File: src/rtl/syntzulu_pkg.sv
// Shared definitions for the LIF layer scheduler.
//   sched_state_t : scheduler FSM states
//   DECAY_W       : width of the Q2.12 decay factor
//   DECAY_FRAC    : fractional bits of the decay factor
package syntzulu_pkg;

  localparam int unsigned DECAY_W    = 14;
  localparam int unsigned DECAY_FRAC = 12;

  typedef enum logic [2:0] {
    StIdle,
    StIssue,
    StDrain,
    StClear,
    StDone
  } sched_state_t;

endpackage

File: src/rtl/lif_layer_scheduler.sv
// Streams every neuron of a layer through one external LIF integrator, one neuron per cycle.
// A timestep reads membrane state and stimulus, feeds the integrator, writes results back in
// issue order and emits one event per spike. A clear sweep zeroes all membrane state instead.
//
// Ports:
//   clk, rst_n                       clock, asynchronous active-low reset
//   start, clear                     begin timestep (clear=0) or zero sweep (clear=1), IDLE only
//   detection, decay, threshold      per-layer config, latched on an accepted start
//   busy, done, spike_count          status; done pulses once at sweep end
//   mem_raddr/mem_rdata              state RAM read port (1-cycle latency)
//   stim_addr/stim_rdata             stimulus RAM read port (1-cycle latency)
//   mem_we/mem_waddr/mem_wdata       state RAM write port
//   int_*                            integrator inputs and outputs
//   spike_valid/spike_id             spike event stream, no backpressure
module lif_layer_scheduler
  import syntzulu_pkg::*;
#(
  parameter int unsigned WIDTH     = 25,
  parameter int unsigned N_NEURONS = 64,
  parameter int unsigned ADDR_W    = (N_NEURONS > 1) ? $clog2(N_NEURONS) : 1,
  parameter int unsigned PIPE_LAT  = 4
) (
  input  logic               clk,
  input  logic               rst_n,
  input  logic               start,
  input  logic               clear,
  input  logic               detection,
  input  logic [DECAY_W-1:0] decay,
  input  logic [WIDTH-1:0]   threshold,
  output logic               busy,
  output logic               done,
  output logic [ADDR_W:0]    spike_count,
  output logic [ADDR_W-1:0]  mem_raddr,
  input  logic [WIDTH-1:0]   mem_rdata,
  output logic [ADDR_W-1:0]  stim_addr,
  input  logic [WIDTH-1:0]   stim_rdata,
  output logic               mem_we,
  output logic [ADDR_W-1:0]  mem_waddr,
  output logic [WIDTH-1:0]   mem_wdata,
  output logic               int_en,
  output logic [WIDTH-1:0]   int_output_old,
  output logic [WIDTH-1:0]   int_stimolo,
  output logic [DECAY_W-1:0] int_decay,
  output logic [WIDTH-1:0]   int_threshold,
  output logic               int_detection,
  input  logic               int_valid,
  input  logic               int_spike,
  input  logic [WIDTH-1:0]   int_output_new,
  output logic               spike_valid,
  output logic [ADDR_W-1:0]  spike_id
);

  // Results are matched to addresses purely by arrival order, so the integrator must be a
  // fixed-latency pipeline.
  if (PIPE_LAT < 1) begin : g_bad_pipe_lat
    $error("lif_layer_scheduler: PIPE_LAT must be at least 1");
  end

  localparam logic [ADDR_W:0] LastIdx = (ADDR_W + 1)'(N_NEURONS - 1);

  sched_state_t       state_q;
  logic [ADDR_W:0]    rd_idx_q;
  logic [ADDR_W:0]    wb_idx_q;
  logic               int_en_q;
  logic [ADDR_W:0]    spike_count_q;
  logic               detection_q;
  logic [DECAY_W-1:0] decay_q;
  logic [WIDTH-1:0]   threshold_q;

  logic wb_fire;

  // Integrator results count only while a timestep is in flight.
  assign wb_fire = int_valid & ((state_q == StIssue) | (state_q == StDrain));

  always_ff @(posedge clk or negedge rst_n) begin
    if (!rst_n) begin
      state_q       <= StIdle;
      rd_idx_q      <= '0;
      wb_idx_q      <= '0;
      int_en_q      <= 1'b0;
      spike_count_q <= '0;
      detection_q   <= 1'b0;
      decay_q       <= '0;
      threshold_q   <= '0;
    end else begin
      // Read data for the address driven in ISSUE arrives one cycle later.
      int_en_q <= (state_q == StIssue);

      unique case (state_q)
        StIdle: begin
          if (start) begin
            detection_q   <= detection;
            decay_q       <= decay;
            threshold_q   <= threshold;
            spike_count_q <= '0;
            rd_idx_q      <= '0;
            wb_idx_q      <= '0;
            state_q       <= clear ? StClear : StIssue;
          end
        end
        StIssue: begin
          rd_idx_q <= rd_idx_q + 1'b1;
          if (rd_idx_q == LastIdx) state_q <= StDrain;
        end
        StDrain: ;
        StClear: begin
          wb_idx_q <= wb_idx_q + 1'b1;
          if (wb_idx_q == LastIdx) state_q <= StDone;
        end
        StDone:  state_q <= StIdle;
        default: state_q <= StIdle;
      endcase

      if (wb_fire) begin
        wb_idx_q <= wb_idx_q + 1'b1;
        if (int_spike) spike_count_q <= spike_count_q + 1'b1;
        if (wb_idx_q == LastIdx) state_q <= StDone;
      end
    end
  end

  always_comb begin
    mem_raddr   = '0;
    mem_we      = 1'b0;
    mem_waddr   = '0;
    mem_wdata   = '0;
    spike_valid = 1'b0;
    spike_id    = '0;

    if (state_q == StIssue) mem_raddr = rd_idx_q[ADDR_W-1:0];

    if (state_q == StClear) begin
      mem_we    = 1'b1;
      mem_waddr = wb_idx_q[ADDR_W-1:0];
    end else if (wb_fire) begin
      mem_we    = 1'b1;
      mem_waddr = wb_idx_q[ADDR_W-1:0];
      mem_wdata = int_output_new;
      if (int_spike) begin
        spike_valid = 1'b1;
        spike_id    = wb_idx_q[ADDR_W-1:0];
      end
    end
  end

  assign stim_addr      = mem_raddr;
  assign int_en         = int_en_q;
  // RAM data is forwarded unregistered; gating keeps the bus quiet outside issue slots.
  assign int_output_old = int_en_q ? mem_rdata : '0;
  assign int_stimolo    = int_en_q ? stim_rdata : '0;
  assign int_decay      = decay_q;
  assign int_threshold  = threshold_q;
  assign int_detection  = detection_q;
  assign spike_count    = spike_count_q;
  assign busy           = (state_q == StIssue) | (state_q == StDrain) | (state_q == StClear);
  assign done           = (state_q == StDone);

endmodule

File: config.mk
export PLATFORM = sky130hd
export DESIGN_NAME = lif_layer_scheduler
export DESIGN_NICKNAME = d
export VERILOG_FILES = /design/src/rtl/syntzulu_pkg.sv /design/src/rtl/lif_layer_scheduler.sv
export SDC_FILE = /design/constraint.sdc
export NUM_CORES = 1
export LEC_CHECK = 0
export CAP_MARGIN = 20
export CELL_PAD_IN_SITES_DETAIL_PLACEMENT = 0
export CELL_PAD_IN_SITES_GLOBAL_PLACEMENT = 2
export CORE_ASPECT_RATIO = 1.25
export CORE_UTILIZATION = 17
export DETAILED_ROUTE_END_ITERATION = 8
export MAX_ROUTING_LAYER = met4
export PLACE_DENSITY = 0.82
export SLEW_MARGIN = 0
export SYNTH_ARGS = -nofsm -noshare
export SYNTH_HDL_FRONTEND = slang
export SYNTH_SLANG_ARGS = --single-unit
export TNS_END_PERCENT = 30
File: constraint.sdc
create_clock -name clk -period 2.1 [get_ports clk]
set_clock_uncertainty 0.15 [all_clocks]
set_input_delay 0.315 -clock clk [delete_from_list [all_inputs] [get_ports clk]]
set_output_delay 0.315 -clock clk [all_outputs]
set_load 0.03 [all_outputs]
; ---- Word level (Yosys, flattened, before mapping)
; Cells that the tools add are included.
[totals]
ff_bits = 65
latch_bits = 0
mem_bits_rw = 0
rom_bits = 0
in_bits = 121
word_cells = 58
memories = 0
[op_classes]
n_addsub = 3
n_mul = 0
n_div = 0
magnitude_cmp = 0
n_eq_ne = 8
shifts = 0
n_mux = 30
n_bitwise = 3
reduce_logical = 6
[ops]
columns = cell, count
row1 = two-way mux 25 bit, 4
row2 = two-way mux 7 bit, 6
row3 = two-way mux 6 bit, 6
row4 = one-hot mux 7 bit (2 select lines), 2
row5 = adder 7 x 1 -> 7 bit (second input constant), 3
row6 = two-way mux 3 bit, 5
row7 = equality test 7 x 6 -> 1 bit (second input constant), 2
row8 = one-hot mux 3 bit (4 select lines), 1
row9 = equality test 3 x 2 -> 1 bit (second input constant), 2
row10 = AND reduction 2 bit, 3
row11 = two-way mux 1 bit, 5
row12 = equality test 3 x 1 -> 1 bit (second input constant), 1
row13 = equality test 3 bit (second input constant), 1
row14 = logical NOT 3 bit, 1
row15 = != test 3 bit (second input constant), 1
row16 = nonzero test 3 bit, 1
row17 = two-way mux 2 bit, 1
row18 = != test 2 bit (second input constant), 1
row19 = bitwise OR 1 bit, 2
row20 = nonzero test 2 bit, 1
row21 = bitwise AND 1 bit, 1

; ---- Depth between registers and ports, before layout
[logic_depth]
ltp_word = 5
ltp_mapped = 7
depth_no_buf = 5

; ---- Worst setup path after synthesis
; No wires, ideal clock.
[synth_path]
path_type = register to output
start = reg state_q[1]
end = out stim_addr[4]
t_arrival_ns = 1.799
required_ns = 1.635
setup_slack_ns = -0.164
path_stages_with_launch = 8
path_buffers = 4
path_cell_list = dfrtp_1 > buf_6 > or3b_1 > buf_2 > inv_1 > buf_2 > and2_1 > buf_4
[synth_via]
elab_chain_cells = 2
[synth_lines]
columns = element, line_no
row1 = "start, declared", lif_layer_scheduler.sv:61  ; sched_state_t state_q;
row2 = "start signal, assigned", lif_layer_scheduler.sv:77  ; state_q <= StIdle;
row3 = "start signal, assigned", lif_layer_scheduler.sv:98  ; state_q <= clear ? StClear : StIssue;
row4 = "start signal, assigned", lif_layer_scheduler.sv:103  ; if (rd_idx_q == LastIdx) state_q <= StDrain;
row5 = equality test 3 x 1 -> 1 bit, lif_layer_scheduler.sv:130  ; if (state_q == StIssue) mem_raddr = rd_idx_q[ADDR_W-1:0];
row6 = two-way mux 6 bit, lif_layer_scheduler.sv:130
row7 = "end, declared", lif_layer_scheduler.sv:35  ; output logic [ADDR_W-1:0] stim_addr,
; No other way between the ends.

; ---- Worst setup path in the final report
[layout_path]
start = reg state_q[1]
end = out mem_wdata[24]
[layout_via]
elab_chain_cells = 5
word_cells_on_any_way = 7
[layout_lines]
columns = element, line_no
row1 = equality test 3 x 1 -> 1 bit / equality test 3 x 2 -> 1 bit (equally long branches), lif_layer_scheduler.sv:73  ; assign wb_fire = int_valid & ((state_q == StIssue) | (state_q == StDrain));
row2 = bitwise OR 1 bit, lif_layer_scheduler.sv:73
row3 = bitwise AND 1 bit, lif_layer_scheduler.sv:73
row4 = two-way mux 25 bit, lif_layer_scheduler.sv:135  ; end else if (wb_fire) begin
row5 = two-way mux 25 bit (*), lif_layer_scheduler.sv:132  ; if (state_q == StClear) begin
row6 = "end, declared", lif_layer_scheduler.sv:39  ; output logic [WIDTH-1:0] mem_wdata,
; Mark *: on every way between the ends. The rest lies on a longest branch, timed or not.

==> run metrics <==
Buffers on Ports 271; status complete, but fails checks; most used cell, CP buf_4; # DRC 0; DR WL/cell approximately 14 um; htree depth 3; clock slew at reported path FFs 0.06 ns; Post-Place Cells 936; Core ar. 19600 um2; Final period util 1.05; Hold Vio Cnt, Final 0; final wirelength approximately 13000 um; Worst Setup End Kind output port; Cell Pwr Density around 470 nW/um2; Final WS setup -0.0951 ns; first-pass GRT wire length 19900 um; CP Data Arrival Time approximately 1.7 ns; P_leak between 3 and 4 nW; Max Fclk approximately 460 MHz; Via density around 3.9; cell count after synthesis 410; kind of critical path reg2out; total gr overflow 0; RSZ-0062 raised after global routing true; clk_lat worst skew around 0.33 ns; number of synthesized register bits between 60 and 70; EDFF count, synth 0; max_slew headroom 0.557; Ports 272; Yosys Warn Count 0; Mapped Avg Cell Area 8.40 um2; Die ar. roughly 21000 um2; diode count 0; DR pass1 iterations 4; min Tclk post-route roughly 2.2 ns; Setup crit start kind flop; total power around 3.2 mW; Cell variety after synth 37; hold slack approximately 0.32 ns; worst-path maximum fanout 6; most numerous cell in the Yosys netlist nand2_1; Die Wd around 130 um; peak supply drop 0.263 mV; RePlAce Congestion around 0.74; Clock Tree Root clkbuf_16; R2R Path Start state_q[1]$_DFF_PN0_; Worst Tran Pin Value 0.664 ns; ys async rst share 1.00; Layout Cells excl Fill 963; CTS buffer count 9; hold path start spike_count[6]$_DFF_PN0_; internal power 2.44 mW; CTS tree yes; combinational cell fraction of total power 0.141; post-synth top area cell dfrtp_1; antenna viol nets, final 0; Synth top area share 0.472; synth-to-layout area growth 100%; initial antenna violation count 0; max_cap viols 0; HP Class reg2reg; final setup fails 47; Std-Cell Rows 57; Worst Path Required around 1.6 ns; Crit-path slowest cell dfrtp_1; Layout Nets 817; vias in the first global route roughly 3800; most instantiated cells after synthesis nand2_1, and2_1, dfrtp_1; Switch Pwr slightly below 800 uW; Max stage delay on crit path approximately 0.40 ns; CTS Buffer Depth 2; Initial Util 0.176; CP Launch Point state_q[1]$_DFF_PN0_; switching fraction of total power 0.244; power share of the clock group 0.452; Die H about 160 um; Starting DRT DRC Count roughly 120; Area contributors post-synth dfrtp_1, and2_1, nand2_1, o21ai_0, clkbuf_1; DP HPWL ~9600 um; crit path cell chain buf_6 -> xor2_4 -> nand2_2 -> nor2_4 -> buf_4 -> and2_1 -> buf_4; Mapped Nets approximately 530; Synth Flop Type dfrtp_1; global-route usage over all layers 0.127; Vias roughly 3800; layout cell share with drive strength beyond 1 0.266; failing checks negative setup slack; # clock sinks 65; maximum number of pins on one net before global-route repair 52; sequential share of power 0.408; fin. max-slew vios 0; Seq/Total Area, Yosys 0.472; Post-Place Worst Slack -0.530 ns; setup TNS -2.30 ns; synthesized area ~3400 um2
path summary, 6_finish.rpt:
check                                                  to  slack, ns  cells after the start
min in group asynchronous       int_detection$_DFFE_PN0P_       0.40                      2
max in group asynchronous        int_decay[3]$_DFFE_PN0P_       0.77                      3
worst min-delay path             spike_count[6]$_DFF_PN0_       0.32                      1
worst max register to register    wb_idx_q[6]$_DFFE_PN0P_       0.05                      6
worst max-delay path                        mem_wdata[24]       -0.1                      7
worst min register to register   spike_count[6]$_DFF_PN0_       0.32                      1
worst max-delay path, delay by kind of cell, from the launching register on:
kind / cells / cell delay, ns
XOR/XNOR: 1 / 0.17
flip-flops: 1 / 0.40
buffers and inverters: 3 / 0.46
AND/OR/NAND/NOR: 3 / 0.38
sequential cells by signal, indices dropped and copies added (netlist names):
register       count
int_decay         14
int_detection      1
int_en             1
int_threshold     25
rd_idx_q           7
spike_count        7
state_q            3
wb_idx_q           7
per-layer routing:
layer | vias to the layer above | global-route usage | share of wire
li1 | 1866 | - | -
met1 | 1742 | 0.129 | 0.37
met2 | 168 | 0.228 | 0.52
met3 | 14 | 0.0364 | 0.087
met4 | 0 | 0.0481 | 0.016
met5 | - | - | 0
cell type report:
| cell class | instances | area, um2 |
|---|---|---|
| Fill cell | 1982 | 12700 |
| Timing Repair Buffer | 302 | 2880 |
| Tap cell | 265 | 332 |
| Clock buffer | 11 | 253 |
| Inverter | 4 | 20.0 |
| Sequential cell | 65 | 1630 |
| Multi-Input combinational cell | 311 | 1750 |
| Clock inverter | 5 | 37.5 |
logic make-up after synthesis:
kind of cell | Yosys count | share of synthesized area
adders and majority gates | 4 | 0.0138
and+or+nand+nor | 271 | 0.388
xor gates and xnor gates | 3 | 0.00763
DFF | 65 | 0.472
AOI/OAI and AO/OA | 26 | 0.0472
buffers and inverters | 34 | 0.0501
muxes | 7 | 0.0207
timing repair:
item                                    CTS  global route
endpoints found under the setup margin   51            88
cloned                                    2             0
hold buffers                              1             0
setup buffers                             8             0
endpoints found under the hold margin    24             0
gates resized for setup                  95            22
pin swaps                                10             4
cells in the final DEF (no fill, tap or decap), drive strengths merged, types with 2 or more instances in the layout:
master and n:
nor3 3, o21ai 14, nor2b 3, ha 3, clkinv 2, nand2 137
clkdlybuf4s50 165, nor2 9, nand3 5, and2 94, and3 9, dfrtp 65
mux2i 6, a21oi 2, a211o 2, buf 134, inv 5, a22o 2
clkinvlp 2, clkbuf 12, xor2 2, nand4 4
power groups by stage:
stage          clock (mW)  sequential, mW  combinational (mW)
2_1_floorplan           0            1.41              0.0305
3_3_place_gp            0            1.34               0.456
5_1_grt              1.58            1.32               0.487
6_report             1.46            1.32               0.454
4_1_cts              1.52            1.32               0.461
3_5_place_dp            0            1.34               0.458
through the flow:
step,cell area (um2),util
5_1_grt,6900,0.352
4_1_cts,6820,0.348
2_1_floorplan,3460,-
3_3_place_gp,6290,0.321
6_report,6900,0.352
3_5_place_dp,6290,0.321
(Power assumes the default switching activity.)
